[src/rtl/sram_access_sequencer.sv]
// -----------------------------------------------------------------------------
// sram_access_sequencer
//   Sequences one SRAM row access at a time for two requesters. Each access
//   walks precharge -> wordline/bitline development -> (sense, reads only) ->
//   done. Array controls and responses are Moore outputs: next-state and
//   next-output logic feed flops, so every output changes only on a clock edge
//   and lines up with the registered state.
//
//   Optional feature: define SEQ_STATS_EN to add saturating read/write
//   completion counters (rd_count, wr_count).
//
// Ports
//   clk, reset_n                    clock, asynchronous active-low reset
//   reqN_valid/_we/_addr/_wdata     requester N command (N = 0,1)
//   reqN_ready                      one-cycle accept pulse to requester N
//   resp_valid/resp_id/resp_rdata   completion pulse, granted index, read data
//   pre_en, wl_en, wl_addr          precharge enable, wordline enable and row
//   write_en, wdata                 write driver enable and data (writes only)
//   sense_en_n                      sense-amp enable, active-low
//   sa_dout                         sense-amp output, sampled on the last
//                                   sense cycle
//   busy                            high whenever an access is in flight
//   rd_count, wr_count              completion counters (SEQ_STATS_EN only)
// -----------------------------------------------------------------------------
module sram_access_sequencer #(
  parameter int unsigned PRE_CYC = 3,
  parameter int unsigned WL_CYC  = 5,
  parameter int unsigned SA_CYC  = 1,
  parameter int unsigned ADDR_W  = 4
) (
  input  logic              clk,
  input  logic              reset_n,
  input  logic              req0_valid,
  input  logic              req0_we,
  input  logic [ADDR_W-1:0] req0_addr,
  input  logic              req0_wdata,
  output logic              req0_ready,
  input  logic              req1_valid,
  input  logic              req1_we,
  input  logic [ADDR_W-1:0] req1_addr,
  input  logic              req1_wdata,
  output logic              req1_ready,
  output logic              resp_valid,
  output logic              resp_id,
  output logic              resp_rdata,
  output logic              pre_en,
  output logic              wl_en,
  output logic [ADDR_W-1:0] wl_addr,
  output logic              write_en,
  output logic              wdata,
  output logic              sense_en_n,
  input  logic              sa_dout,
  output logic              busy
`ifdef SEQ_STATS_EN
  ,
  output logic [15:0]       rd_count,
  output logic [15:0]       wr_count
`endif
);

  // Phase counter must hold the longest phase length without wrapping.
  localparam int unsigned MAX_PW = (PRE_CYC > WL_CYC) ? PRE_CYC : WL_CYC;
  localparam int unsigned MAX_CYC = (MAX_PW > SA_CYC) ? MAX_PW : SA_CYC;
  localparam int unsigned CNT_W = $clog2(MAX_CYC + 1);

  localparam logic [CNT_W-1:0] PRE_LAST = CNT_W'(PRE_CYC - 1);
  localparam logic [CNT_W-1:0] WL_LAST  = CNT_W'(WL_CYC - 1);
  localparam logic [CNT_W-1:0] SA_LAST  = CNT_W'(SA_CYC - 1);

  localparam logic [2:0] ST_IDLE       = 3'd0;
  localparam logic [2:0] ST_PRE        = 3'd1;
  localparam logic [2:0] ST_WL         = 3'd2;
  localparam logic [2:0] ST_SENSE      = 3'd3;
  // Encoding kept for compatibility; writes complete straight from WL to DONE.
  localparam logic [2:0] ST_WRITE_DONE = 3'd4;
  localparam logic [2:0] ST_DONE       = 3'd5;

  // State, phase counter and latched command.
  logic [2:0]        state_q, state_d;
  logic [CNT_W-1:0]  cnt_q, cnt_d;
  logic              cmd_we_q, cmd_we_d;
  logic [ADDR_W-1:0] cmd_addr_q, cmd_addr_d;
  logic              cmd_wdata_q, cmd_wdata_d;
  logic              cmd_id_q, cmd_id_d;
  logic              rdata_q, rdata_d;
  // Index of the requester granted last; reset value 1 favours req0.
  logic              last_q, last_d;

  // Registered outputs.
  logic              ready0_q, ready0_d;
  logic              ready1_q, ready1_d;
  logic              resp_valid_q, resp_valid_d;
  logic              resp_id_q, resp_id_d;
  logic              resp_rdata_q, resp_rdata_d;
  logic              pre_en_q, pre_en_d;
  logic              wl_en_q, wl_en_d;
  logic [ADDR_W-1:0] wl_addr_q, wl_addr_d;
  logic              write_en_q, write_en_d;
  logic              wdata_out_q, wdata_out_d;
  logic              sense_en_n_q, sense_en_n_d;
  logic              busy_q, busy_d;

  logic              grant;
  logic [CNT_W-1:0]  cnt_inc;

  // Next-state, command latch and next-output decode.
  always_comb begin
    state_d     = state_q;
    cnt_d       = cnt_q;
    cmd_we_d    = cmd_we_q;
    cmd_addr_d  = cmd_addr_q;
    cmd_wdata_d = cmd_wdata_q;
    cmd_id_d    = cmd_id_q;
    rdata_d     = rdata_q;
    last_d      = last_q;
    ready0_d    = 1'b0;
    ready1_d    = 1'b0;

    // Both valid: take the one not granted last; otherwise take whichever is valid.
    grant   = (req0_valid && req1_valid) ? ~last_q : req1_valid;
    cnt_inc = cnt_q + CNT_W'(1);

    case (state_q)
      ST_IDLE: begin
        if (req0_valid || req1_valid) begin
          state_d     = ST_PRE;
          cnt_d       = '0;
          cmd_id_d    = grant;
          last_d      = grant;
          rdata_d     = 1'b0;
          cmd_we_d    = grant ? req1_we    : req0_we;
          cmd_addr_d  = grant ? req1_addr  : req0_addr;
          cmd_wdata_d = grant ? req1_wdata : req0_wdata;
          ready0_d    = ~grant;
          ready1_d    = grant;
        end
      end
      ST_PRE: begin
        if (cnt_q == PRE_LAST) begin
          state_d = ST_WL;
          cnt_d   = '0;
        end else begin
          cnt_d = cnt_inc;
        end
      end
      ST_WL: begin
        if (cnt_q == WL_LAST) begin
          state_d = cmd_we_q ? ST_DONE : ST_SENSE;
          cnt_d   = '0;
        end else begin
          cnt_d = cnt_inc;
        end
      end
      ST_SENSE: begin
        if (cnt_q == SA_LAST) begin
          state_d = ST_DONE;
          cnt_d   = '0;
          rdata_d = sa_dout;
        end else begin
          cnt_d = cnt_inc;
        end
      end
      ST_DONE: begin
        state_d = ST_IDLE;
      end
      ST_WRITE_DONE: begin
        state_d = ST_IDLE;
      end
      default: begin
        state_d = ST_IDLE;
      end
    endcase

    // Outputs follow the state being entered, so they are valid with it.
    pre_en_d     = (state_d == ST_PRE);
    wl_en_d      = (state_d == ST_WL) || (state_d == ST_SENSE);
    wl_addr_d    = wl_en_d ? cmd_addr_d : '0;
    write_en_d   = (state_d == ST_WL) && cmd_we_d;
    wdata_out_d  = write_en_d ? cmd_wdata_d : 1'b0;
    sense_en_n_d = (state_d != ST_SENSE);
    resp_valid_d = (state_d == ST_DONE);
    resp_id_d    = resp_valid_d ? cmd_id_d : 1'b0;
    resp_rdata_d = (resp_valid_d && !cmd_we_d) ? rdata_d : 1'b0;
    busy_d       = (state_d != ST_IDLE);
  end

  // State and output registers; reset drops any in-flight command.
  always_ff @(posedge clk or negedge reset_n) begin
    if (!reset_n) begin
      state_q      <= ST_IDLE;
      cnt_q        <= '0;
      cmd_we_q     <= 1'b0;
      cmd_addr_q   <= '0;
      cmd_wdata_q  <= 1'b0;
      cmd_id_q     <= 1'b0;
      rdata_q      <= 1'b0;
      last_q       <= 1'b1;
      ready0_q     <= 1'b0;
      ready1_q     <= 1'b0;
      resp_valid_q <= 1'b0;
      resp_id_q    <= 1'b0;
      resp_rdata_q <= 1'b0;
      pre_en_q     <= 1'b0;
      wl_en_q      <= 1'b0;
      wl_addr_q    <= '0;
      write_en_q   <= 1'b0;
      wdata_out_q  <= 1'b0;
      sense_en_n_q <= 1'b1;
      busy_q       <= 1'b0;
    end else begin
      state_q      <= state_d;
      cnt_q        <= cnt_d;
      cmd_we_q     <= cmd_we_d;
      cmd_addr_q   <= cmd_addr_d;
      cmd_wdata_q  <= cmd_wdata_d;
      cmd_id_q     <= cmd_id_d;
      rdata_q      <= rdata_d;
      last_q       <= last_d;
      ready0_q     <= ready0_d;
      ready1_q     <= ready1_d;
      resp_valid_q <= resp_valid_d;
      resp_id_q    <= resp_id_d;
      resp_rdata_q <= resp_rdata_d;
      pre_en_q     <= pre_en_d;
      wl_en_q      <= wl_en_d;
      wl_addr_q    <= wl_addr_d;
      write_en_q   <= write_en_d;
      wdata_out_q  <= wdata_out_d;
      sense_en_n_q <= sense_en_n_d;
      busy_q       <= busy_d;
    end
  end

  assign req0_ready = ready0_q;
  assign req1_ready = ready1_q;
  assign resp_valid = resp_valid_q;
  assign resp_id    = resp_id_q;
  assign resp_rdata = resp_rdata_q;
  assign pre_en     = pre_en_q;
  assign wl_en      = wl_en_q;
  assign wl_addr    = wl_addr_q;
  assign write_en   = write_en_q;
  assign wdata      = wdata_out_q;
  assign sense_en_n = sense_en_n_q;
  assign busy       = busy_q;

`ifdef SEQ_STATS_EN
  // Completion counters, bumped on the edge that leaves DONE, saturating.
  logic [15:0] rd_count_q, wr_count_q;

  always_ff @(posedge clk or negedge reset_n) begin
    if (!reset_n) begin
      rd_count_q <= '0;
      wr_count_q <= '0;
    end else if (state_q == ST_DONE) begin
      if (cmd_we_q) begin
        if (wr_count_q != 16'hFFFF) wr_count_q <= wr_count_q + 16'd1;
      end else begin
        if (rd_count_q != 16'hFFFF) rd_count_q <= rd_count_q + 16'd1;
      end
    end
  end

  assign rd_count = rd_count_q;
  assign wr_count = wr_count_q;
`endif

endmodule

[config.mk]
export PLATFORM = sky130hd
export DESIGN_NAME = sram_access_sequencer
export DESIGN_NICKNAME = d
export VERILOG_FILES = /design/src/rtl/sram_access_sequencer.sv
export SDC_FILE = /design/constraint.sdc
export NUM_CORES = 1
export LEC_CHECK = 0
export CAP_MARGIN = 25
export CORE_UTILIZATION = 39
export CTS_BUF_LIST = sky130_fd_sc_hd__clkbuf_4
export DETAILED_ROUTE_END_ITERATION = 7
export PLACE_DENSITY = 0.63
export RECOVER_POWER = 100
export SLEW_MARGIN = 20
export SYNTH_ARGS = -nofsm -noshare
export SYNTH_HDL_FRONTEND = slang
export SYNTH_SLANG_ARGS = --single-unit
[constraint.sdc]
create_clock -name clk -period 5.2 [get_ports clk]
set_clock_uncertainty 0.2 [all_clocks]
set_input_delay 0.78 -clock clk [delete_from_list [all_inputs] [get_ports clk]]
set_output_delay 0.78 -clock clk [all_outputs]
set_load 0.01 [all_outputs]
# [Word-level counts from Yosys, hierarchy flattened]
# Cells that the tools add are included.
[classes] bitwise_logic=2 add_sub_neg=1 muxes=34 eq_ne=11 reduce_logical=12
[op_table] operator="3-bit two-way mux" n=9
[op_table] operator="3-bit one-hot mux with 4 select lines" n=2
[op_table] operator="1-bit two-way mux" n=18
[op_table] operator="4-bit two-way mux" n=4
[op_table] operator="3-bit by 2-bit equality test with 1-bit output, second input constant" n=5
[op_table] operator="3-bit by 1-bit equality test with 1-bit output, second input constant" n=2
[op_table] operator="3-bit equality test, second input constant" n=2
[op_table] operator="3-bit logical NOT" n=2
[op_table] operator="2-bit AND reduction" n=2
[op_table] operator="4-bit nonzero test" n=1
[op_table] operator="3-bit by 1-bit adder with 3-bit output, second input constant" n=1
[op_table] operator="1-bit logical AND" n=3
[op_table] operator="3-bit by 2-bit inequality test with 1-bit output, second input constant" n=1
[op_table] operator="3-bit nonzero test" n=1
[op_table] operator="1-bit logical OR" n=2
[op_table] operator="2-bit inequality test, second input constant" n=1
[op_table] operator="1-bit NOT" n=2
[op_table] operator="1-bit one-hot mux with 2 select lines" n=1
[op_table] operator="1-bit logical NOT" n=1
[totals] out_inout_bits=15 inputBits=17 register_bits=30 elab_cells=80

# [Longest topological paths before layout]
[depth] depth_word=8 ltp_mapped=7 ltp_nobuf=7

# [Worst setup path after synthesis]
# Ideal clock, no wire load.
[synth_timing] path_kind="input to register" start="in req1_valid" end="reg resp_rdata_q (netlist: resp_rdata)" required_ns=4.932 cell_stages=5 path_buffers=1 t_arrival_ns=1.731 setup_slack_ns=3.201 path_cell_list="nand2b_1 > and3_1 > buf_2 > a222oi_1 > and3_1"
[synth_via] elab_chain_len=8 elab_cells_between_ends=14 cone_classes="1 x eq/ne; 9 x mux; 4 x reduce/logical"
[synth_lines] item="from (decl)" line="38" source="input logic req1_valid,"
[synth_lines] item="1-bit logical AND" line="120" source="grant = (req0_valid && req1_valid) ? ~last_q : req1_valid;"
[synth_lines] item="1-bit two-way mux" line="120"
[synth_lines] item="1-bit two-way mux" line="131" source="cmd_we_d = grant ? req1_we : req0_we;"
[synth_lines] item="1-bit two-way mux" line="125" source="if (req0_valid || req1_valid) begin"
[synth_lines] item="1-bit two-way mux" line="123" source="case (state_q)"
[synth_lines] item="1-bit logical NOT" line="183" source="resp_rdata_d = (resp_valid_d && !cmd_we_d) ? rdata_d : 1'b0;"
[synth_lines] item="1-bit logical AND" line="183"
[synth_lines] item="1-bit two-way mux *" line="183"
[synth_lines] item="via resp_rdata_d" line="94" source="logic resp_rdata_q, resp_rdata_d;"
[synth_lines] item="to (signal assigned)" line="223" source="resp_rdata_q <= resp_rdata_d;"
[synth_lines] item="to (decl)" line="94"
# Mark *: on every way through the listed nets, which the timed path passes. The rest lies on a longest branch.
# A chain may end at the register's enable or synchronous reset.

# [Worst setup path after layout]
[layout_timing] start="in req0_valid" end="reg resp_rdata_q (netlist: resp_rdata)"
[layout_via] elab_chain_len=8 elab_cells_between_ends=14 cone_classes="1 x eq/ne; 9 x mux; 4 x reduce/logical"
[layout_lines] item="from (decl)" line="33" source="input logic req0_valid,"
[layout_lines] item="1-bit logical AND" line="120"
[layout_lines] item="1-bit two-way mux" line="120"
[layout_lines] item="1-bit two-way mux" line="131"
[layout_lines] item="1-bit two-way mux" line="125"
[layout_lines] item="1-bit two-way mux" line="123"
[layout_lines] item="1-bit logical NOT" line="183"
[layout_lines] item="1-bit logical AND" line="183"
[layout_lines] item="1-bit two-way mux *" line="183"
[layout_lines] item="via resp_rdata_d" line="94"
# Marks and branches as above.

==> reports/qor.yml <==
routedWlPerCell_um: 13.36
first_pass_iters: 4
initial_core_util: 0.4107
antenna_cells: 0
required_ps: 5230
setup-tns-final_ps: 0
wirelength_mm: 2.458
yosys_warnings: 0
mostFrequentLayoutCell: "dfrtp_1"
ys_ff_latch: 30
hold_viol_final: 0
seq_area_frac_synth: 0.6056
antenna_found_initial: 0
cp_max_fo: 10
synth.top_cell.area_share: 0.5634
finalSetupViolCount: 0
synth.area.top_cells: "dfrtp_1, a222oi_1, dfstp_2"
cp_data_arrival_time_ps: 2790
gp_congestion: 0.7816
clock-sinks: 30
coreArea_um2: 3028
maxSlewHeadroom: -0.03840
dieHeight_um: 58.47
drive_gt1_frac: 0.08571
cts_root_buffer: "clkbuf_4"
dpl.hpwl_mm: 1.730
path_class: "in2reg"
vdd_ir_drop_max_mv: 0.2922
min_period_ps: 2759
worstMarginPinSlew_ps: 1558
via_per_inst: 4.913
fin_area_um2: 1617
power.density_nw_per_um2: 558.0
io_buffers: 31
synth_xor_xnor_area_share: 0
r2r_setup_slack_ps: 2860
path_clk_slew_ps: 100
dieArea_um2: 3419
synth_compound_area_frac: 0.1398
ant_nets: 0
cts_tree: "built"
synth-edff-count: 0
clk_latency_ps: 330
synth.distinct_cells: 36
cts_setup_buffers: 0
cts_resized: 0
grt_pass1_wl_mm: 4.188
synth_area_um2: 1244
dieWidth_um: 58.47
muxShareOfSynthArea: 0
grtUsageTotal: 0.1737
h-tree-depth: 2
synthToLayoutAreaGrowth_pct: 29.98
status: "finished, violations left"
mostFrequentLayoutCells: "dfrtp_1, dlygate4sd3_1, clkdlybuf4s50_1"
synth_top_family_by_area: "simple AND/OR/NAND/NOR gates"
nets: 159
syn_inst: 105
vias: 904
cts_buffer_depth: 2
synthArstFlopShare: 1.000
grt_max_degree: 31
grt_pass1_vias: 904
rows: 20
fin_crit_sh: 0.5305
total_power_mw: 0.9020
critPathCaptureType: "flip-flop"
gr-total-overflow: 0
clock.fmax_mhz: 362.5
synth_area_per_cell_um2: 11.84
dpl-instance-area_um2: 1585
cap_violations: 1
io-pin-count: 32
drc: 0
violations: "capacitance limit, slew limit"
drv_slew: 31
postCtsHoldBufs: 0
synth-simple-area-share: 0.1660
synth_nets: 125
synthFlopType: "dfrtp_1"
cts_made_buffers: 5
rsz0062_at_grt: "false"
p_leak_nw: 0.7848
synth_area_leader_cell: "dfrtp_1"
drtIter0Drc: 45
hold_path.class: "reg2reg"
synthAdderAreaFrac: 0.03018
start_kind: "input port"
metal layers:
layer / vias up / share of wire / GRT usage
li1: 434 / - / -
met1: 436 / 0.45 / 0.2206
met2: 28 / 0.46 / 0.2545
met3: 6 / 0.070 / 0.07692
met4: 0 / 0.015 / 0.08163
met5: - / 0 / 0
kinds of logic after synthesis:
kind of cell	Yosys count
AOI/OAI and AO/OA	21
adders and majority gates	3
buffers and inverters	16
DFF	30
and+or+nand+nor	35
power breakdown:
group          total (mW)  internal [mW]  switching, mW  leakage [nW]
registers           0.384          0.331         0.0533         0.381
clock network       0.135         0.0559         0.0791        0.0331
logic               0.383          0.179          0.204         0.371
total               0.902          0.565          0.337         0.785
Yosys cell counts, types with 2 or more instances:
| cell | count |
|---|---|
| dfrtp_1 | 28 |
| inv_1 | 10 |
| nor2_1 | 8 |
| a222oi_1 | 6 |
| nand2_1 | 5 |
| and3_1 | 4 |
| buf_2 | 3 |
| ha_1 | 3 |
| nand2b_1 | 3 |
| o21ai_0 | 3 |
| a31o_1 | 2 |
| a31o_2 | 2 |
| and2_1 | 2 |
| dfstp_2 | 2 |
| nand3_1 | 2 |
| nor3_1 | 2 |
worst paths after layout:
kind,startpoint,endpoint,depth (start not counted)
max,req0_valid,resp_rdata$_DFF_PN0_,4
min,cmd_id_q$_DFF_PN0_,cmd_id_q$_DFF_PN0_,2
max reg2reg,state_q[1]$_DFF_PN0_,resp_rdata$_DFF_PN0_,4
min reg2reg,cmd_id_q$_DFF_PN0_,cmd_id_q$_DFF_PN0_,2
max in group asynchronous,reset_n,wl_addr[0]$_DFF_PN0_,2
min in group asynchronous,reset_n,resp_id$_DFF_PN0_,2
metrics by stage:
| step | cells | worst slack (ps) | hold slack (ps) | util |
|---|---|---|---|---|
| 3_3_place_gp | 176 | 2609 | 265.8 | 0.5236 |
| 2_1_floorplan | 105 | 3201 | 251.2 | - |
| 6_report | 184 | 2441 | 296.9 | 0.5339 |
| 3_5_place_dp | 176 | 2495 | 290.8 | 0.5236 |
| 5_1_grt | 184 | 2245 | 326.7 | 0.5339 |
| 4_1_cts | 184 | 2824 | 311.8 | 0.5413 |
layout make-up:
| type | instances | area (um2) |
|---|---|---|
| Inverter | 11 | 41.29 |
| Clock buffer | 6 | 45.04 |
| Multi-Input combinational cell | 59 | 399.1 |
| Clock inverter | 2 | 8.758 |
| Tap cell | 44 | 55.05 |
| Fill cell | 286 | 1411 |
| Sequential cell | 30 | 753.2 |
| Timing Repair Buffer | 32 | 314.1 |
critical path, stage by stage:
cell	delay, ps
dlygate4sd3_1	570
o21ai_0	800
a222oi_1	370
and3_1	270
flip-flops by register name (all words and copies together) (netlist names), 3 cells and up:
signal and cells:
cmd_addr_q 4, cnt_q 3, state_q 3, wl_addr 4
(Power assumes the default switching activity.)
